## config.mk

```make
export PLATFORM = sky130hd
export DESIGN_NAME = dmem_store_buffer_flat
export DESIGN_NICKNAME = d
export VERILOG_FILES = /design/src/rtl/dmem_store_buffer_if.sv /design/src/rtl/dmem_store_buffer.sv /design/src/flat_wrapper.sv
export SDC_FILE = /design/constraint.sdc
export NUM_CORES = 1
export LEC_CHECK = 0
export ABC_CLOCK_PERIOD_IN_PS = 3800
export BUFFER_PORTS_ARGS = -buffer_cell sky130_fd_sc_hd__buf_4
export CORE_ASPECT_RATIO = 1.1
export CORE_MARGIN = 2
export CORE_UTILIZATION = 53
export DETAILED_ROUTE_END_ITERATION = 10
export PLACE_DENSITY = 0.77
export SETUP_SLACK_MARGIN = 0.1
export SYNTH_ARGS = -nofsm -noshare
export SYNTH_HDL_FRONTEND = slang
export SYNTH_SLANG_ARGS = --single-unit
```

## constraint.sdc

```tcl
create_clock -name clk -period 3.8 [get_ports clk]
set_clock_uncertainty 0.1 [all_clocks]
set_input_delay 0.57 -clock clk [delete_from_list [all_inputs] [get_ports clk]]
set_output_delay 0.57 -clock clk [all_outputs]
set_load 0.01 [all_outputs]
```

## src/rtl/dmem_store_buffer_if.sv

```systemverilog
// Core data port and data-memory write/read port of the store buffer.
// slave is the buffer's view; master is the core/memory side.
interface dmem_store_buffer_if #(
   parameter int AW = 32,
   parameter int DW = 64
);
   logic [AW-1:0]   cpu_addr;
   logic            cpu_wr_en;
   logic [DW-1:0]   cpu_wdata;
   logic [DW/8-1:0] cpu_wmask;
   logic [DW-1:0]   cpu_rdata;
   logic            cpu_stall;
   logic            buf_empty;
   logic [AW-1:0]   mem_raddr;
   logic [DW-1:0]   mem_rdata;
   logic            mem_req;
   logic [AW-1:0]   mem_addr;
   logic [DW-1:0]   mem_wdata;
   logic [DW/8-1:0] mem_wmask;
   logic            mem_ack;

   modport slave (
      input  cpu_addr, cpu_wr_en, cpu_wdata, cpu_wmask, mem_rdata, mem_ack,
      output cpu_rdata, cpu_stall, buf_empty, mem_raddr, mem_req,
             mem_addr, mem_wdata, mem_wmask
   );

   modport master (
      output cpu_addr, cpu_wr_en, cpu_wdata, cpu_wmask, mem_rdata, mem_ack,
      input  cpu_rdata, cpu_stall, buf_empty, mem_raddr, mem_req,
             mem_addr, mem_wdata, mem_wmask
   );
endinterface

```

## src/rtl/dmem_store_buffer.sv

```systemverilog
// Store FIFO between the core data port and data memory, drained through req/ack,
// with per-byte youngest-first forwarding of buffered stores to loads.
module dmem_store_buffer #(
   parameter int DEPTH = 4,
   parameter int AW    = 32,
   parameter int DW    = 64
) (
   input logic                 clk,
   input logic                 rst,
   dmem_store_buffer_if.slave  bus
);
   localparam int PW = $clog2(DEPTH);
   localparam int LN = DW / 8;
   localparam int TW = AW - 3;

   localparam logic [0:0]  S_IDLE   = 1'b0;
   localparam logic [0:0]  S_REQ    = 1'b1;
   localparam logic [PW:0] CNT_ONE  = (PW+1)'(1);
   localparam logic [PW:0] CNT_FULL = (PW+1)'(DEPTH);
   localparam logic [PW-1:0] PTR_ONE = PW'(1);

   logic [TW-1:0] ent_addr [DEPTH];
   logic [DW-1:0] ent_data [DEPTH];
   logic [LN-1:0] ent_mask [DEPTH];

   logic [PW-1:0] head;
   logic [PW-1:0] tail;
   logic [PW:0]   count;
   logic [0:0]    state;

   logic          full;
   logic          enq;
   logic          pop;

   logic [PW-1:0] fwd_idx  [DEPTH];
   logic          fwd_live [DEPTH];
   logic [DW-1:0] fwd_data;

   assign full = (count == CNT_FULL);
   assign enq  = bus.cpu_wr_en && !full;
   // mem_ack only counts while a request is outstanding
   assign pop  = (state == S_REQ) && bus.mem_ack;

   // Control: pointers, occupancy and drain FSM
   always_ff @(posedge clk) begin
      if (rst) begin
         head  <= '0;
         tail  <= '0;
         count <= '0;
         state <= S_IDLE;
      end else begin
         if (enq) tail <= tail + PTR_ONE;
         if (pop) head <= head + PTR_ONE;
         case ({enq, pop})
            2'b10:   count <= count + CNT_ONE;
            2'b01:   count <= count - CNT_ONE;
            default: count <= count;
         endcase
         case (state)
            S_IDLE:  if (count != '0) state <= S_REQ;
            S_REQ:   if (bus.mem_ack) state <= S_IDLE;
            default: state <= S_IDLE;
         endcase
      end
   end

   // Entry storage: written at tail, never reset
   always_ff @(posedge clk) begin
      if (enq) begin
         ent_addr[tail] <= bus.cpu_addr[AW-1:3];
         ent_data[tail] <= bus.cpu_wdata;
         ent_mask[tail] <= bus.cpu_wmask;
      end
   end

   // Slot k is the k-th oldest entry; live when it lies inside the occupied window
   always_comb begin
      for (int k = 0; k < DEPTH; k++) begin
         fwd_idx[k]  = head + PW'(k);
         fwd_live[k] = ((PW+1)'(k) < count) &&
                       (ent_addr[fwd_idx[k]] == bus.cpu_addr[AW-1:3]);
      end
   end

   // Walk oldest to youngest so younger matching lanes overwrite older ones
   always_comb begin
      fwd_data = bus.mem_rdata;
      for (int k = 0; k < DEPTH; k++) begin
         if (fwd_live[k]) begin
            for (int i = 0; i < LN; i++) begin
               if (ent_mask[fwd_idx[k]][i])
                  fwd_data[8*i +: 8] = ent_data[fwd_idx[k]][8*i +: 8];
            end
         end
      end
   end

   assign bus.cpu_rdata = fwd_data;
   assign bus.mem_raddr = bus.cpu_addr;
   assign bus.cpu_stall = bus.cpu_wr_en && full;
   assign bus.buf_empty = (count == '0);
   assign bus.mem_req   = (state == S_REQ);
   assign bus.mem_addr  = {ent_addr[head], 3'b000};
   assign bus.mem_wdata = ent_data[head];
   assign bus.mem_wmask = ent_mask[head];
endmodule

```

## src/flat_wrapper.sv

```systemverilog
// flat-port wrapper written by rule: the top's interface ports become plain ports
module dmem_store_buffer_flat 
#(
   parameter int DEPTH = 4,
   parameter int AW    = 32,
   parameter int DW    = 64
)
  (clk, rst, bus_cpu_addr, bus_cpu_wr_en, bus_cpu_wdata, bus_cpu_wmask, bus_mem_rdata, bus_mem_ack, bus_cpu_rdata, bus_cpu_stall, bus_buf_empty, bus_mem_raddr, bus_mem_req, bus_mem_addr, bus_mem_wdata, bus_mem_wmask);
  dmem_store_buffer_if #(.AW(AW), .DW(DW)) bus_i ();
  input logic clk;
  input logic rst;
  input wire logic [$bits(bus_i.cpu_addr)-1:0] bus_cpu_addr;
  input wire logic [$bits(bus_i.cpu_wr_en)-1:0] bus_cpu_wr_en;
  input wire logic [$bits(bus_i.cpu_wdata)-1:0] bus_cpu_wdata;
  input wire logic [$bits(bus_i.cpu_wmask)-1:0] bus_cpu_wmask;
  input wire logic [$bits(bus_i.mem_rdata)-1:0] bus_mem_rdata;
  input wire logic [$bits(bus_i.mem_ack)-1:0] bus_mem_ack;
  output wire logic [$bits(bus_i.cpu_rdata)-1:0] bus_cpu_rdata;
  output wire logic [$bits(bus_i.cpu_stall)-1:0] bus_cpu_stall;
  output wire logic [$bits(bus_i.buf_empty)-1:0] bus_buf_empty;
  output wire logic [$bits(bus_i.mem_raddr)-1:0] bus_mem_raddr;
  output wire logic [$bits(bus_i.mem_req)-1:0] bus_mem_req;
  output wire logic [$bits(bus_i.mem_addr)-1:0] bus_mem_addr;
  output wire logic [$bits(bus_i.mem_wdata)-1:0] bus_mem_wdata;
  output wire logic [$bits(bus_i.mem_wmask)-1:0] bus_mem_wmask;
  assign bus_i.cpu_addr = bus_cpu_addr;
  assign bus_i.cpu_wr_en = bus_cpu_wr_en;
  assign bus_i.cpu_wdata = bus_cpu_wdata;
  assign bus_i.cpu_wmask = bus_cpu_wmask;
  assign bus_i.mem_rdata = bus_mem_rdata;
  assign bus_i.mem_ack = bus_mem_ack;
  assign bus_cpu_rdata = bus_i.cpu_rdata;
  assign bus_cpu_stall = bus_i.cpu_stall;
  assign bus_buf_empty = bus_i.buf_empty;
  assign bus_mem_raddr = bus_i.mem_raddr;
  assign bus_mem_req = bus_i.mem_req;
  assign bus_mem_addr = bus_i.mem_addr;
  assign bus_mem_wdata = bus_i.mem_wdata;
  assign bus_mem_wmask = bus_i.mem_wmask;
  dmem_store_buffer #(.DEPTH(DEPTH), .AW(AW), .DW(DW)) u_core (.clk(clk), .rst(rst), .bus(bus_i));
endmodule
```

# ---- After elaboration in Yosys (flattened, before gate mapping)
# Memory sizes are Yosys's and may differ from the RTL's. A register that Yosys moved wholly into a read port is not among the register bits.
# Index checks and enable logic that the tools add are counted.
dict set report word_totals {
  register_bits 8
  latchBits 0
  mem_bits_rw 404
  mem_bits_ro 0
  input_bits 172
  out_inout_bits 203
  n_memories 3
}
dict set report op_classes {
  n_addsub 6
  multipliers 0
  div 0
  order_cmp 4
  eq_ne 7
  n_shift 0
  mux 48
  bitwise 1
  reduce_logical 11
}
# name words word_bits rd rd_ports_with_merged_regs wr line
set mem_list {}
lappend mem_list {u_core.ent_data 4 64 4 1 1 dmem_store_buffer.sv:23} ;# logic [DW-1:0] ent_data [DEPTH];
lappend mem_list {u_core.ent_addr 4 29 4 1 1 dmem_store_buffer.sv:22} ;# logic [TW-1:0] ent_addr [DEPTH];
lappend mem_list {u_core.ent_mask 4 8 4 1 1 dmem_store_buffer.sv:24} ;# logic [LN-1:0] ent_mask [DEPTH];
# cell n
set ops {}
lappend ops {{2-to-1 mux 64 bit} 4}
lappend ops {{2-to-1 mux 8 bit} 32}
lappend ops {{equality test 29 bit} 4}
lappend ops {{2-to-1 mux 2 bit} 6}
lappend ops {{logical AND 1 bit} 7}
lappend ops {{< comparator 1 x 3 -> 1 bit (first input constant)} 2}
lappend ops {{< comparator 2 x 3 -> 1 bit (first input constant)} 2}
lappend ops {{case mux 3 bit (2 select lines)} 1}
lappend ops {{adder 2 x 1 -> 2 bit (second input constant)} 2}
lappend ops {{adder 2 bit (second input constant)} 2}
lappend ops {{2-to-1 mux 1 bit} 4}
lappend ops {{adder 3 x 1 -> 3 bit (second input constant)} 1}
lappend ops {{equality test 3 bit (second input constant)} 1}
lappend ops {{logical NOT 3 bit} 1}
lappend ops {{nonzero test 3 bit} 1}
lappend ops {{subtractor 3 x 1 -> 3 bit (second input constant)} 1}
lappend ops {{equality test 2 x 1 -> 1 bit (second input constant)} 1}
lappend ops {{equality test 2 bit (second input constant)} 1}
lappend ops {{case mux 1 bit (2 select lines)} 1}
lappend ops {{nonzero test 2 bit} 1}
lappend ops {{logical NOT 1 bit} 1}
lappend ops {{NOT 1 bit} 1}

# ---- Logic depth before layout (Yosys ltp)
dict set report logic_depth {
  word_depth 9
  ltp_mapped 17
  ltp_nobuf 10
}

# ---- Worst setup path before layout
# No wires, ideal clock.
dict set report synth_timing {
  path_kind {register -> register}
  startpoint {register u_core.count[0]}
  endpoint {memory u_core.ent_addr[1][0] in the netlist's numbering (enable)}
  setup_ns 0.471
  t_arrival_ns 3.472
  t_required_ns 3.229
  setup_slack_ns -0.244
  path_stages_with_launch 5
  n_path_buf 0
  period_less_slack_ns 4.044
  cell_sequence {dfxtp_1 > inv_1 > ha_1 > a21boi_1 > and2_1}
}
dict set report synth_via {
  elab_chain_len 5
}
# element line
set synth_lines {}
lappend synth_lines {{start, declared} dmem_store_buffer.sv:28} ;# logic [PW:0] count;
lappend synth_lines {{start signal, assigned} dmem_store_buffer.sv:55} ;# 2'b10: count <= count + CNT_ONE;
lappend synth_lines {{start signal, assigned} dmem_store_buffer.sv:56} ;# 2'b01: count <= count - CNT_ONE;
lappend synth_lines {{start signal, assigned} dmem_store_buffer.sv:57} ;# default: count <= count;
lappend synth_lines {{equality test 3 bit} dmem_store_buffer.sv:39} ;# assign full = (count == CNT_FULL);
lappend synth_lines {{logical NOT 1 bit} dmem_store_buffer.sv:40} ;# assign enq = bus.cpu_wr_en && !full;
lappend synth_lines {{logical AND 1 bit} dmem_store_buffer.sv:40}
lappend synth_lines {{2-to-1 mux 1 bit} dmem_store_buffer.sv:69} ;# if (enq) begin
lappend synth_lines {{2-to-1 mux 1 bit (not written as such)} dmem_store_buffer.sv:70} ;# ent_addr[tail] <= bus.cpu_addr[AW-1:3];
lappend synth_lines {{end, declared} dmem_store_buffer.sv:22}
# No other way between the ends.

# ---- Worst setup path after layout
dict set report layout_timing {
  startpoint {register u_core.head[0]}
  endpoint {output bus_cpu_rdata[55]}
}
dict set report layout_via {
  elab_chain_len 9
}
# element line
set layout_lines {}
lappend layout_lines {{start, declared} dmem_store_buffer.sv:26} ;# logic [PW-1:0] head;
lappend layout_lines {{start signal, assigned} dmem_store_buffer.sv:53} ;# if (pop) head <= head + PTR_ONE;
lappend layout_lines {{adder 2 x 1 -> 2 bit} dmem_store_buffer.sv:79} ;# fwd_idx[k] = head + PW'(k);
lappend layout_lines {{memory read (4 x 29 bit)} -}
lappend layout_lines {{equality test 29 bit} dmem_store_buffer.sv:81} ;# (ent_addr[fwd_idx[k]] == bus.cpu_addr[AW-1:3]);
lappend layout_lines {{logical AND 1 bit} dmem_store_buffer.sv:80} ;# fwd_live[k] = ((PW+1)'(k) < count) &&
lappend layout_lines {{2-to-1 mux 64 bit} dmem_store_buffer.sv:89} ;# if (fwd_live[k]) begin
lappend layout_lines {{2-to-1 mux 8 bit} dmem_store_buffer.sv:91} ;# if (ent_mask[fwd_idx[k]][i])
lappend layout_lines {{2-to-1 mux 64 bit} dmem_store_buffer.sv:89}
lappend layout_lines {{2-to-1 mux 8 bit} dmem_store_buffer.sv:91}
lappend layout_lines {{2-to-1 mux 64 bit (*)} dmem_store_buffer.sv:89}
lappend layout_lines {{end, declared} flat_wrapper.sv:18} ;# output wire logic [$bits(bus_i.cpu_rdata)-1:0] bus_cpu_rdata;
# Every way passes the cells marked *; elsewhere a longest branch is shown, timed or not.

==> metrics.cfg <==
[min_path]
min_path_cells = 1
hold_path.class = input pin to flip-flop

[floorplanning]
die_area_sq_um = 52500
floorplan.rows = 86
num_io_pins = 375
start_util_pct = 53.6
die_y_microns = 240
die_w_microns = 219
core-area_sq_um = 50100

[clock_tree]
hold_buffers = 0
ctsLongestPathBuffers = 3
cts-root-buf = clkbuf_16
cts_tree = done
cts_buffers = 44
clock_latency_ns = 0.58
cts_num_sinks = 414
h-tree-depth = 2
path_clk_slew_ns = 0.06

[logic_synthesis]
synth_cells = 2016
async_reset_ff_share_pct = 0
synth_edf_count = 404
synth_area_leaders = edfxtp_1 (45%), mux4_2 (16%), mux2i_1 (8.2%), mux2_2 (4.7%), xnor2_1 (2.3%)
synth_top_area_cell = edfxtp_1
syn_area_sq_um = 26900
synth_warnings = 0
avgSynthCellArea_sq_um = 13.3
seq_area_frac_synth_pct = 45.9
synth.top_cell.area_share_pct = 45.1
ys_ff_latch = 414
yosys-top-cells-count = edfxtp_1 (404), mux2i_1 (219), mux4_2 (190)
synth_ff_type = edfxtp_1
yosys.cell_count.top_type = edfxtp_1
ys_types = 84

[worst_setup_path]
critPathRequiredTime_ns = 3.13
critPathLaunchType = flip-flop
crit_chain = buf_12 -> buf_12 -> buf_16 -> buf_12 -> buf_8 -> buf_4 -> mux2i_1 -> a221oi_1 -> mux2_2 -> and4b_1 -> buf_6 -> buf_12 -> nand3_1 -> o221a_4 -> a211o_1 -> a211oi_2 -> buf_4
ff2ff_path_depth = 6
cp-end-kind = output pin
critPathKind = flip-flop to output pin
arrival_ns = 4.20
path_max_fanout = 10
max_stage_delay_ns = 0.46
slowest_stage = a221oi_1
path_common_cell = buf_12

[grt]
grt_max_degree = 111
grt_antenna_before_repair = 8
grt.overflow.total = 0
track_usage_pct = 33.2
grt_pass1_vias = 22100
grt_pass1_wl_microns = 132000

[final_layout]
regArea_sq_um = 12300
syn2layout_area_growth_pct = 35.4
multi_input_area_sq_um = 14900
stdcell_count = 3364
fill_cells = 3200
finalNetCount = 2843
drive_above_1_share_pct = 52.4

[power]
power.share.switching_pct = 30.4
power_frac_comb_pct = 33.8
total_power_uw = 14900
p_sw_uw = 4520
power_density_nw_per_um2 = 408
vdd_ir_drop_max_uv = 370
power_report.internal_total_uw = 10300
power.share.sequential_pct = 37.4
clkPwrFrac_pct = 28.8
power_leakage_uw = 0.0129

[run_status]
outcome = finished with violations
violations = negative setup slack

[placed_design]
io_buffers = 365
pre_cts_ws_ns = -0.566
routabilityCongestion = 0.978
dp.cells = 3228
hpwl_microns = 62100

[timing]
rsz0062_at_grt = true
finalSetupTns_ns = -58.98
finalHoldViolations = 0
finalSetupViolCount = 64
finalCritPeriodShare_pct = 128
worst_slack_ns = -1.07
tightest_slew_ns = 0.923
min_period_ns = 4.87
drv_slew = 0
slew_headroom_pct = 38.4
fmax_mhz = 206

[detailed_routing]
post_drt_wl_per_cell_microns = 26.7
wl_microns = 89900
ant_nets = 0
dr.pass1.iters = 6
drcViolationCount = 0
via_per_inst = 6.59
dr.first_iter.drc_count = 2361
vias = 22200

[job]
maxCapViolCount = 0

[state kept, by name (all words and copies together) (netlist names), named ones only]
signal,flops
u_core.tail,2
u_core.count,3
u_core.bus.mem_req,1
u_core.ent_mask,32
u_core.head,2
u_core.ent_addr,116
u_core.ent_data,256
[cell type report]
class,count,share of cell area [%]
tap,660,2.27
inverter,14,0.151
timing repair buffer,793,18.7
antenna,6,0.0413
sequential,414,33.9
clock inverter,27,0.650
clock buffer,55,3.28
multi-input combinational,1395,41.0
[critical path: cells and delay by family, from the launching register on]
family / cells / cell delay (ns)
buf+inv: 9 / 1.26
compound gates: 4 / 1.19
mux: 2 / 0.41
flops: 1 / 0.37
simple gates: 2 / 0.35
[power groups by stage]
stage	Combinational (uW)	Sequential, uW	Clock (uW)
5_1_grt	5280	5580	4490
3_5_place_dp	4600	5650	0
4_1_cts	4830	5550	4320
6_report	5020	5560	4290
3_3_place_gp	4530	5610	0
2_1_floorplan	2810	5570	0
[through the flow]
step,cell area (sq um),utilization (%),hold WS (ns)
2_1_floorplan,27200,-,0.386
3_5_place_dp,32900,65.6,0.389
5_1_grt,36400,72.5,0.0674
3_3_place_gp,32900,65.6,0.356
6_report,36400,72.6,0.0828
4_1_cts,35500,70.9,0.0617
[placed cells by master, fill, tap and decap left out, types with 14 or more instances in the layout]
cell / netlist / layout
clkbuf_16: 0 / 48
mux2i_1: 219 / 198
a211oi_2: 2 / 19
buf_4: 49 / 693
o211a_1: 14 / 14
nor2_1: 106 / 100
nor3_4: 1 / 15
o21ai_0: 23 / 21
buf_12: 2 / 46
or3_1: 25 / 21
o221ai_1: 19 / 16
nand2_1: 87 / 78
nand4_1: 35 / 35
nor3_1: 47 / 21
a21oi_1: 98 / 64
xor2_1: 34 / 34
mux2i_2: 0 / 15
xnor2_1: 71 / 56
mux2_2: 111 / 100
a21oi_2: 0 / 33
nand3_1: 28 / 16
o211ai_1: 49 / 49
clkinv_2: 0 / 16
buf_6: 11 / 46
edfxtp_1: 404 / 404
mux4_2: 190 / 190
[per-layer routing]
metal	track usage [%]	vias up	part of all wire, %
met4	16.2	6	5.1
met5	0	-	0.038
met2	56.0	1370	50
met3	5.87	275	8.4
li1	-	9402	-
met1	41.4	11100	36
[what timing repair did]
action | in CTS | in global routing
pin swaps | 80 | 93
endpoints found under the setup margin | 64 | 64
resized for setup | 175 | 139
gates cloned | 4 | 3
buffers inserted | 29 | 16
[kinds of logic (layout without fill, tap and decap cells)]
| logic type | Yosys count | in the layout | share of synthesized area, % |
|---|---|---|---|
| and+or+nand+nor | 423 | 423 | 8.23 |
| xor gates and xnor gates | 105 | 105 | 3.42 |
| other | 1 | 9 | 0.0140 |
| AOI/OAI and AO/OA | 335 | 335 | 9.05 |
| buffers and inverters | 209 | 889 | 4.23 |
| DFF | 414 | 414 | 45.9 |
| muxes | 520 | 520 | 28.7 |
| adders and majority gates | 9 | 9 | 0.419 |
[final timing paths]
| kind | start | to | slack [ns] |
|---|---|---|---|
| setup reg to reg | u_core.count[0]$_SDFFE_PP0P_ | u_core.ent_data[1][49]$_DFFE_PP_ | 0.83 |
| hold / removal | bus_cpu_wdata[41] | u_core.ent_data[1][41]$_DFFE_PP_ | 0.08 |
| setup / recovery | u_core.head[0]$_SDFFE_PP0P_ | bus_cpu_rdata[55] | -1.07 |
| hold reg to reg | u_core.bus.mem_req$_SDFF_PP0_ | u_core.bus.mem_req$_SDFF_PP0_ | 0.40 |
(Power assumes the default switching activity.)
